--- src/rtl/wb_stage_buf_if.sv ---
// Writeback stage bus: MEM/WB intake, register-file write port and forwarding lookup.
// The stage uses the slave view; the surrounding pipeline/register file uses master.
interface wb_stage_buf_if #(
  parameter int DATA_W = 16,
  parameter int NSRC   = 4,
  parameter int SEL_W  = 2,
  parameter int ADDR_W = 3
);
  logic                   in_valid;
  logic                   in_ready;
  logic [SEL_W-1:0]       in_sel;
  logic [NSRC*DATA_W-1:0] in_src;
  logic                   in_wr_en;
  logic [ADDR_W-1:0]      in_wr_addr;
  logic                   in_halt;

  logic                   rf_wr_valid;
  logic                   rf_wr_ready;
  logic [ADDR_W-1:0]      rf_wr_addr;
  logic [DATA_W-1:0]      rf_wr_data;

  logic [ADDR_W-1:0]      lk_addr;
  logic                   lk_hit;
  logic [DATA_W-1:0]      lk_data;

  modport master (
    output in_valid,
    output in_sel,
    output in_src,
    output in_wr_en,
    output in_wr_addr,
    output in_halt,
    output rf_wr_ready,
    output lk_addr,
    input  in_ready,
    input  rf_wr_valid,
    input  rf_wr_addr,
    input  rf_wr_data,
    input  lk_hit,
    input  lk_data
  );

  modport slave (
    input  in_valid,
    input  in_sel,
    input  in_src,
    input  in_wr_en,
    input  in_wr_addr,
    input  in_halt,
    input  rf_wr_ready,
    input  lk_addr,
    output in_ready,
    output rf_wr_valid,
    output rf_wr_addr,
    output rf_wr_data,
    output lk_hit,
    output lk_data
  );
endinterface

--- src/rtl/wb_stage_buf.sv ---
// Writeback select + in-order buffer draining to the register file, with forwarding.
// Ports: clk, rst_n, bus (intake/rf/lookup), count, halted, sel_err.
module wb_stage_buf #(
  parameter int DATA_W = 16,
  parameter int NSRC   = 4,
  parameter int SEL_W  = 2,
  parameter int ADDR_W = 3,
  parameter int DEPTH  = 2
) (
  input  logic           clk,
  input  logic           rst_n,
  wb_stage_buf_if.slave  bus,
  output logic [SEL_W:0] count,
  output logic           halted,
  output logic           sel_err
);
  localparam int PTR_W = (DEPTH > 1) ? $clog2(DEPTH) : 1;
  localparam int CNT_W = SEL_W + 1;
  localparam logic [CNT_W-1:0] DEPTH_C = CNT_W'(DEPTH);
  localparam logic [CNT_W-1:0] NSRC_C  = CNT_W'(NSRC);

  typedef struct packed {
    logic              wen;
    logic [ADDR_W-1:0] addr;
    logic [DATA_W-1:0] data;
    logic              halt;
  } entry_t;

  entry_t             mem [DEPTH];
  entry_t             headEnt;
  logic [PTR_W-1:0]   wrPtr;
  logic [PTR_W-1:0]   rdPtr;
  logic [PTR_W-1:0]   idx;
  logic               haltPend;
  logic               notEmpty;
  logic               accept;
  logic               retire;
  logic               selBad;
  logic [DATA_W-1:0]  selData;

  assign headEnt  = mem[rdPtr];
  assign notEmpty = (count != '0);
  assign selBad   = ({1'b0, bus.in_sel} >= NSRC_C);

  assign bus.in_ready = (count < DEPTH_C) && !halted && !haltPend;
  assign accept       = bus.in_valid && bus.in_ready;

  // Non-writing heads leave after one cycle at the head.
  assign retire = notEmpty && (!headEnt.wen || bus.rf_wr_ready);

  assign bus.rf_wr_valid = notEmpty && headEnt.wen;
  assign bus.rf_wr_addr  = bus.rf_wr_valid ? headEnt.addr : '0;
  assign bus.rf_wr_data  = bus.rf_wr_valid ? headEnt.data : '0;

  always_comb begin
    selData = '0;
    for (int k = 0; k < NSRC; k++) begin
      if ({1'b0, bus.in_sel} == CNT_W'(k))
        selData = bus.in_src[k*DATA_W +: DATA_W];
    end
  end

  // Walk oldest to youngest so the youngest match overwrites.
  always_comb begin
    bus.lk_hit  = 1'b0;
    bus.lk_data = '0;
    idx         = '0;
    for (int i = 0; i < DEPTH; i++) begin
      idx = rdPtr + PTR_W'(i);
      if ((CNT_W'(i) < count) && mem[idx].wen &&
          (mem[idx].addr == bus.lk_addr)) begin
        bus.lk_hit  = 1'b1;
        bus.lk_data = mem[idx].data;
      end
    end
  end

  always_ff @(posedge clk or negedge rst_n) begin
    if (!rst_n) begin
      for (int i = 0; i < DEPTH; i++)
        mem[i] <= '0;
      wrPtr    <= '0;
      rdPtr    <= '0;
      count    <= '0;
      halted   <= 1'b0;
      sel_err  <= 1'b0;
      haltPend <= 1'b0;
    end else begin
      if (accept) begin
        mem[wrPtr] <= '{
          wen:  bus.in_wr_en && !selBad,
          addr: bus.in_wr_addr,
          data: selData,
          halt: bus.in_halt
        };
        wrPtr <= wrPtr + PTR_W'(1);
        if (selBad)
          sel_err <= 1'b1;
        if (bus.in_halt)
          haltPend <= 1'b1;
      end
      if (retire) begin
        rdPtr <= rdPtr + PTR_W'(1);
        if (headEnt.halt) begin
          halted   <= 1'b1;
          haltPend <= 1'b0;
        end
      end
      unique case ({accept, retire})
        2'b10:   count <= count + CNT_W'(1);
        2'b01:   count <= count - CNT_W'(1);
        default: count <= count;
      endcase
    end
  end
endmodule

--- src/flat_wrapper.sv ---
// flat-port wrapper written by rule: the top's interface ports become plain ports
module wb_stage_buf_flat 
#(
  parameter int DATA_W = 16,
  parameter int NSRC   = 4,
  parameter int SEL_W  = 2,
  parameter int ADDR_W = 3,
  parameter int DEPTH  = 2
)
  (clk, rst_n, count, halted, sel_err, bus_in_valid, bus_in_sel, bus_in_src, bus_in_wr_en, bus_in_wr_addr, bus_in_halt, bus_rf_wr_ready, bus_lk_addr, bus_in_ready, bus_rf_wr_valid, bus_rf_wr_addr, bus_rf_wr_data, bus_lk_hit, bus_lk_data);
  wb_stage_buf_if #(.DATA_W(DATA_W), .NSRC(NSRC), .SEL_W(SEL_W), .ADDR_W(ADDR_W)) bus_i ();
  input  logic clk;
  input  logic rst_n;
  output logic [SEL_W:0] count;
  output logic halted;
  output logic sel_err;
  input wire logic [$bits(bus_i.in_valid)-1:0] bus_in_valid;
  input wire logic [$bits(bus_i.in_sel)-1:0] bus_in_sel;
  input wire logic [$bits(bus_i.in_src)-1:0] bus_in_src;
  input wire logic [$bits(bus_i.in_wr_en)-1:0] bus_in_wr_en;
  input wire logic [$bits(bus_i.in_wr_addr)-1:0] bus_in_wr_addr;
  input wire logic [$bits(bus_i.in_halt)-1:0] bus_in_halt;
  input wire logic [$bits(bus_i.rf_wr_ready)-1:0] bus_rf_wr_ready;
  input wire logic [$bits(bus_i.lk_addr)-1:0] bus_lk_addr;
  output wire logic [$bits(bus_i.in_ready)-1:0] bus_in_ready;
  output wire logic [$bits(bus_i.rf_wr_valid)-1:0] bus_rf_wr_valid;
  output wire logic [$bits(bus_i.rf_wr_addr)-1:0] bus_rf_wr_addr;
  output wire logic [$bits(bus_i.rf_wr_data)-1:0] bus_rf_wr_data;
  output wire logic [$bits(bus_i.lk_hit)-1:0] bus_lk_hit;
  output wire logic [$bits(bus_i.lk_data)-1:0] bus_lk_data;
  assign bus_i.in_valid = bus_in_valid;
  assign bus_i.in_sel = bus_in_sel;
  assign bus_i.in_src = bus_in_src;
  assign bus_i.in_wr_en = bus_in_wr_en;
  assign bus_i.in_wr_addr = bus_in_wr_addr;
  assign bus_i.in_halt = bus_in_halt;
  assign bus_i.rf_wr_ready = bus_rf_wr_ready;
  assign bus_i.lk_addr = bus_lk_addr;
  assign bus_in_ready = bus_i.in_ready;
  assign bus_rf_wr_valid = bus_i.rf_wr_valid;
  assign bus_rf_wr_addr = bus_i.rf_wr_addr;
  assign bus_rf_wr_data = bus_i.rf_wr_data;
  assign bus_lk_hit = bus_i.lk_hit;
  assign bus_lk_data = bus_i.lk_data;
  wb_stage_buf #(.DATA_W(DATA_W), .NSRC(NSRC), .SEL_W(SEL_W), .ADDR_W(ADDR_W), .DEPTH(DEPTH)) u_core (.clk(clk), .rst_n(rst_n), .bus(bus_i), .count(count), .halted(halted), .sel_err(sel_err));
endmodule
--- config.mk ---
export PLATFORM = sky130hd
export DESIGN_NAME = wb_stage_buf_flat
export DESIGN_NICKNAME = d
export VERILOG_FILES = /design/src/rtl/wb_stage_buf_if.sv /design/src/rtl/wb_stage_buf.sv /design/src/flat_wrapper.sv
export SDC_FILE = /design/constraint.sdc
export NUM_CORES = 1
export LEC_CHECK = 0
export CELL_PAD_IN_SITES_DETAIL_PLACEMENT = 1
export CELL_PAD_IN_SITES_GLOBAL_PLACEMENT = 2
export CORE_AREA = 4 4 110 112
export DETAILED_ROUTE_END_ITERATION = 8
export DIE_AREA = 0 0 114 116
export GPL_ROUTABILITY_DRIVEN = 1
export PLACE_DENSITY_LB_ADDON = 0.1
export SLEW_MARGIN = 20
export SYNTH_ARGS = -nofsm -noshare
export SYNTH_HDL_FRONTEND = slang
export SYNTH_SLANG_ARGS = --single-unit
--- constraint.sdc ---
create_clock -name clk -period 3.3 [get_ports clk]
set_input_delay 0.495 -clock clk [delete_from_list [all_inputs] [get_ports clk]]
set_output_delay 0.495 -clock clk [all_outputs]
set_load 0.05 [all_outputs]
==> impl_metrics.py, run 1 <==
metrics = {
    "critical_path": {
        "r2r_cells": 5,
        "cp.required_ns": 2.80,
        "cp_slowest_cell": "a2111o_1",
        "r2r_setup_slack_ns": 0.99,
        "crit_fanout": 16,
        "path_buf_inv": 2,
        "crit_chain": "inv_1 -> ha_1 -> a21oi_1 -> o22ai_1 -> a2111o_1 -> mux2_4 -> a22o_1 -> buf_12",
        "r2r-end": "u_core.mem[22]",
        "cp-end-kind": "output pin",
        "r2r-start": "u_core.count[2]",
        "critPathMaxStageDelay_ns": 0.46,
        "cp_top_family": "compound AO/OA/AOI/OAI gates",
        "startpoint_type": "flip-flop",
        "cp.arrival_ns": 2.62,
        "path_class": "reg -> out",
    },
    "synth": {
        "syn_nets": 316,
        "yosysUniqueCellTypes": 32,
        "netlist_area_um2": 2960,
        "ys.flop_type": "dfrtp_1",
        "synthCells": 233,
        "postSynthAreaPerCell_um2": 12.7,
        "ys_async_sr_fraction_pct": 100,
        "synth_seq_area_share_pct": 41.5,
        "synth-seq-cells": 49,
        "synth-edff-count": 0,
        "yosysWarnings": 0,
    },
    "global_route": {
        "grt_overflow": 0,
        "antenna_found_initial": 0,
        "grt_max_degree": 29,
        "grt_pass1_wl_mm": 14.0,
        "first_global_vias": 2694,
        "grt_use_total_pct": 13.8,
    },
    "finish": {
        "fillers": 1181,
        "finish.instance_area_um2": 4790,
        "final-instance-count-excl-fill": 493,
        "layout-drive-gt1-share_pct": 22.3,
        "areaGrowthSynthToFinish_pct": 62.0,
        "nets": 432,
        "n_antenna_cell": 0,
    },
    "die": {
        "fp-row-count": 39,
        "die_width_um": 114,
        "coreArea_um2": 11200,
        "die_area_um2": 13200,
        "fp.dieH_um": 116,
        "start_util_pct": 26.3,
        "ios": 121,
    },
    "clock_network": {
        "cts_tree": "built",
        "htree_levels": 2,
        "root_buffer": "clkbuf_16",
        "clock_latency_ns": 0.28,
        "numCtsBuffers": 5,
        "cts_max_path_buffers": 2,
        "cts_setup_buffers": 0,
        "cts_sinks": 49,
        "clk_pin_slew_ns": 0.07,
    },
    "sta": {
        "final-max-slew-violation-count": 0,
        "post-route-min-period_ns": 3.12,
        "clock_skew_ns": 0.00777,
        "slew_headroom_pct": 56.8,
        "fin_crit_sh_pct": 94.5,
        "fmax_mhz": 321,
        "worst_slew_pin_slew_ns": 0.648,
        "rsz0062_at_grt": "false",
        "final-setup-viol-count": 0,
        "final_hold_viol_count": 0,
        "fin_setup_tns_ns": 0,
    },
    "place": {
        "dpl.hpwl_mm": 6.94,
        "dpl_cell_area_um2": 4640,
        "dp_cells": 485,
        "port_buffers": 119,
        "place_congestion": 0.708,
    },
    "drt": {
        "wl_per_cell_um": 18.0,
        "ant_nets": 0,
        "num_vias": 2319,
        "viasPerCell": 4.70,
        "dr.first_iter.drc_count": 33,
        "finalWirelength_mm": 8.87,
        "firstDrtPassIters": 4,
        "drc": 0,
    },
    "power_and_ir_drop": {
        "power_density_nw_per_um2": 716,
        "vdd_drop_max_uv": 393,
        "leakagePower_nw": 2.09,
    },
    "min_path": {
        "min_path_type": "in -> async",
    },
    "outcome": {
        "outcome": "finished clean",
    },
    "job": {
        "maxCapViolCount": 0,
    },
}
## stage by stage
step                power (mW)  hold slack (ns)  util, %  setup WS, ns
global route              3.67            0.266     42.7        0.0311
floorplan                 2.21            0.199        -         0.225
global placement          2.93            0.474     41.3         0.315
detailed placement        2.96            0.484     41.3         0.271
finish                    3.43            0.230     42.7         0.180
CTS                       3.49            0.253     42.6        0.0396
## power breakdown
| group | total [mW] | internal [mW] | switching, mW |
|---|---|---|---|
| clock network | 0.513 | 0.303 | 0.210 |
| registers | 1.17 | 0.895 | 0.279 |
| logic | 1.74 | 0.833 | 0.907 |
| total | 3.43 | 2.03 | 1.40 |
## routing by layer
metal / vias to the layer above / track usage [%] / share of wire, %
met5: - / 0 / 0
met4: 0 / 3.09 / 0.67
met3: 4 / 3.86 / 5.7
met2: 67 / 24.9 / 53
met1: 1162 / 16.2 / 41
li1: 1086 / - / -
## area by class of cell
class                      count  area, um2  area share (%)
multi-input combinational    162       1620            33.8
timing repair buffer         126       1600            33.3
sequential                    49       1230            25.7
tap                          143        179            3.74
clock buffer                   8        146            3.06
inverter                       5       18.8           0.392
## how the worst max path moves through the flow
stage / slack, ns / end / from / depth (start not counted)
2_1_floorplan: 0.23 / bus_lk_data[10] / u_core.count[1] / 8
3_3_place_gp: 0.32 / bus_lk_data[10] / bus_lk_addr[1] / 7
3_5_place_dp: 0.27 / bus_lk_data[0] / bus_lk_addr[1] / 7
4_1_cts: 0.04 / bus_lk_data[13] / u_core.count[1] / 8
5_1_grt: 0.03 / bus_lk_data[13] / u_core.count[1] / 8
6_report: 0.18 / bus_lk_data[13] / u_core.count[1] / 8
## cell families (layout without fill, tap and decap cells)
kind of cell               after synthesis  after routing  share of synthesized area, %
AOI/OAI and AO/OA                       22             22                          6.14
buffers and inverters                   22            139                          3.85
other                                    1              1                         0.127
muxes                                   86             86                          37.9
and+or+nand+nor                         39             39                          5.76
adders and majority gates                5              5                          2.12
DFF                                     49             49                          41.5
xor gates and xnor gates                 9              9                          2.67
## state kept, by name, summed over array words and instances (netlist names)
name / count
u_core.mem: 42
u_core.count: 3
u_core.haltPend: 1
u_core.halted: 1
u_core.rdPtr: 1
u_core.wrPtr: 1
## cell usage in the layout, fill, tap and decap left out, types with 2 or more instances in the layout
cell type / instances
dfrtp_2: 2
xnor2_1: 3
mux2_2: 4
nand2_1: 6
inv_1: 5
buf_12: 36
mux4_2: 16
clkdlybuf4s50_1: 81
ha_1: 5
clkbuf_1: 2
a22o_1: 16
mux2i_1: 26
or2_2: 2
dfrtp_1: 47
buf_4: 8
mux2_1: 38
nor2_1: 25
mux2_4: 2
clkbuf_16: 5
xor2_1: 6
## cells in the mapped netlist, drive strengths merged (3+ instances only)
cell type  instances  share of area [%]
nor2              25                3.2
xor2               6                1.8
ha                 5                2.1
a22o              16                4.7
inv                5               0.63
nand2              6               0.76
dfrtp             49                 41
clkbuf             7               0.89
or2                3               0.63
xnor2              3               0.89
mux2              44                 17
mux2i             26                8.8
mux4              16                 12
buf               10                2.3
## timing repair
action,CTS,global route
gates resized for setup,0,2
hold buffers,0,0
setup endpoints to repair,0,16
endpoints found under the hold margin,0,0
## worst register-to-register path, cell delays in order, from the launching register on
cell and delay (ns):
dfrtp_1 0.47, nor4_2 0.48, nand2_1 0.17, or2_1 0.43
buf_4 0.30, mux2_1 0.34
Power figures use the tool's default switching activity.
==> inputs of run 2 (changes only) <==
MAX_ROUTING_LAYER = met4   (was unset)
==> run 2 against run 1 <==
Net effect:
- setup slack worse by 0.0034 ns
- clock power about the same
- critical path depth unchanged
- cell count unchanged
- global-route usage up 0.42 points
- core utilization unchanged
- critical path type unchanged
- critical endpoint unchanged
==> impl_metrics.py, run 2 (synthesized netlist as in run 1, its figures left out) <==
metrics = {
    "power_and_ir_drop": {
        "power.switching_mw": 1.40,
        "swShare_pct": 40.8,
        "leakagePower_nw": 2.09,
        "vdd_drop_max_uv": 393,
        "comb_power_share_pct": 50.8,
        "p_int_mw": 2.03,
        "power_density_nw_per_um2": 716,
        "power.share.sequential_pct": 34.2,
        "p_total_mw": 3.43,
        "clock_power_share_pct": 15.0,
    },
    "die": {
        "fp-row-count": 39,
        "ios": 121,
        "start_util_pct": 26.3,
        "fp.dieH_um": 116,
        "die_area_um2": 13200,
        "coreArea_um2": 11200,
        "die_width_um": 114,
    },
    "finish": {
        "n_antenna_cell": 0,
        "reg_top3": "u_core.mem (42), u_core.count (3)",
        "largest_register_ffs": 42,
        "largest-register": "u_core.mem",
        "finish.instance_area_um2": 4790,
        "layout-drive-gt1-share_pct": 22.3,
        "most-common-layout-cells": "clkdlybuf4s50_1 (81), dfrtp_1 (47), mux2_1 (38)",
        "areaGrowthSynthToFinish_pct": 62.0,
        "nets": 432,
        "utilization_pct": 42.7,
        "layout_commonest_cell": "clkdlybuf4s50_1",
    },
    "clock_network": {
        "cts_max_path_buffers": 2,
        "clk_pin_slew_ns": 0.07,
        "clock_latency_ns": 0.28,
        "htree_levels": 2,
        "cts_tree": "built",
        "cts_sinks": 49,
        "root_buffer": "clkbuf_16",
        "ctsHoldBuffers": 0,
        "numCtsBuffers": 5,
    },
    "critical_path": {
        "cp-end-kind": "output pin",
        "crit_chain": "inv_1 -> ha_1 -> a21oi_1 -> o22ai_1 -> a2111o_1 -> mux2_4 -> a22o_1 -> buf_12",
        "crit_fanout": 16,
        "cp.arrival_ns": 2.63,
        "cp_slowest_cell": "a2111o_1",
        "critPathMaxStageDelay_ns": 0.46,
        "startpoint_type": "flip-flop",
        "path_class": "reg -> out",
        "cp.required_ns": 2.80,
    },
    "drt": {
        "wl_met3_um": 411,
        "dr.first_iter.drc_count": 41,
        "wl_per_cell_um": 18.0,
        "finalWirelength_mm": 8.89,
        "drc": 0,
        "ant_nets": 0,
        "wl_met2_mm": 4.68,
        "firstDrtPassIters": 4,
        "viasPerCell": 4.72,
        "top_layer": "met4",
        "drt-met1-wl_mm": 3.74,
        "num_vias": 2325,
    },
    "global_route": {
        "grt_use_total_pct": 14.2,
        "first_global_vias": 2703,
        "antenna_found_initial": 0,
        "grt_overflow": 0,
        "grt_pass1_wl_mm": 14.0,
        "grt_max_degree": 29,
    },
    "sta": {
        "post-route-min-period_ns": 3.12,
        "worst_slew_pin_slew_ns": 0.646,
        "clock_skew_ns": 0.00674,
        "slew_headroom_pct": 56.9,
        "final-setup-viol-count": 0,
        "final_hold_viol_count": 0,
        "fmax_mhz": 320,
        "rsz0062_at_grt": "false",
        "fin_ws_ns": 0.177,
        "final-max-slew-violation-count": 0,
        "fin_crit_sh_pct": 94.6,
        "fin_setup_tns_ns": 0,
    },
    "place": {
        "place_ws_ns": 0.271,
        "port_buffers": 119,
        "dpl_cell_area_um2": 4640,
        "dpl.hpwl_mm": 6.94,
        "place_congestion": 0.716,
    },
    "min_path": {
        "min_path_type": "in -> async",
    },
    "job": {
        "maxCapViolCount": 0,
    },
    "outcome": {
        "outcome": "finished clean",
    },
}
run 2: area by class of cell:
class	count	area, um2
repair buffers	126	1600
multi-input cells	162	1620
inverters	5	18.8
well taps	143	179
fillers	1181	6430
clock buffers	8	146
flip-flops and latches	49	1230
run 2: repair_timing:
item | in CTS | in global routing
setup buffers | 0 | 0
endpoints found under the hold margin | 0 | 0
gates resized for setup | 0 | 2
setup endpoints to repair | 0 | 16
run 2: critical path, delay by kind of cell, from the launching register on:
family / cells / cell delay (ns)
mux: 1 / 0.44
fa+ha+maj: 1 / 0.19
buf+inv: 2 / 0.27
flops: 1 / 0.42
compound gates: 4 / 1.02
run 2: worst paths after layout:
| kind | start | end | slack, ns | depth (start not counted) |
|---|---|---|---|---|
| worst max-delay path | u_core.count[1] | bus_lk_data[13] | 0.18 | 8 |
| worst min-delay path | rst_n | u_core.halted | 0.23 | 1 |
| worst max register to register | u_core.count[2] | u_core.mem[22] | 0.98 | 5 |
| worst min register to register | u_core.mem[21] | u_core.mem[21] | 0.50 | 1 |
| max in group asynchronous | rst_n | u_core.mem[8] | 2.30 | 2 |
| min in group clk | u_core.mem[21] | u_core.mem[21] | 0.50 | 1 |
run 2: per-layer routing:
| metal | track usage (%) | vias up |
|---|---|---|
| met2 | 24.9 | 67 |
| met5 | - | - |
| met4 | 3.09 | 0 |
| li1 | - | 1086 |
| met3 | 3.08 | 4 |
| met1 | 16.7 | 1168 |
run 2: through the flow:
stage	hold WS (ns)	std cells
finish	0.229	493
global placement	0.474	485
floorplan	0.199	233
global route	0.266	493
detailed placement	0.484	485
CTS	0.253	493
run 2: power by group through the flow:
| stage | logic [mW] | clock network [mW] | registers, mW |
|---|---|---|---|
| global placement | 1.74 | 0 | 1.19 |
| detailed placement | 1.77 | 0 | 1.19 |
| global route | 1.89 | 0.560 | 1.22 |
| floorplan | 1.07 | 0 | 1.14 |
| CTS | 1.77 | 0.534 | 1.18 |
| finish | 1.74 | 0.513 | 1.17 |
==> inputs of run 3 (changes only) <==
GPL_ROUTABILITY_DRIVEN = 0   (was 1)
==> results of run 3 <==
The final DEF is identical to that of run 2; final timing and power are the same.
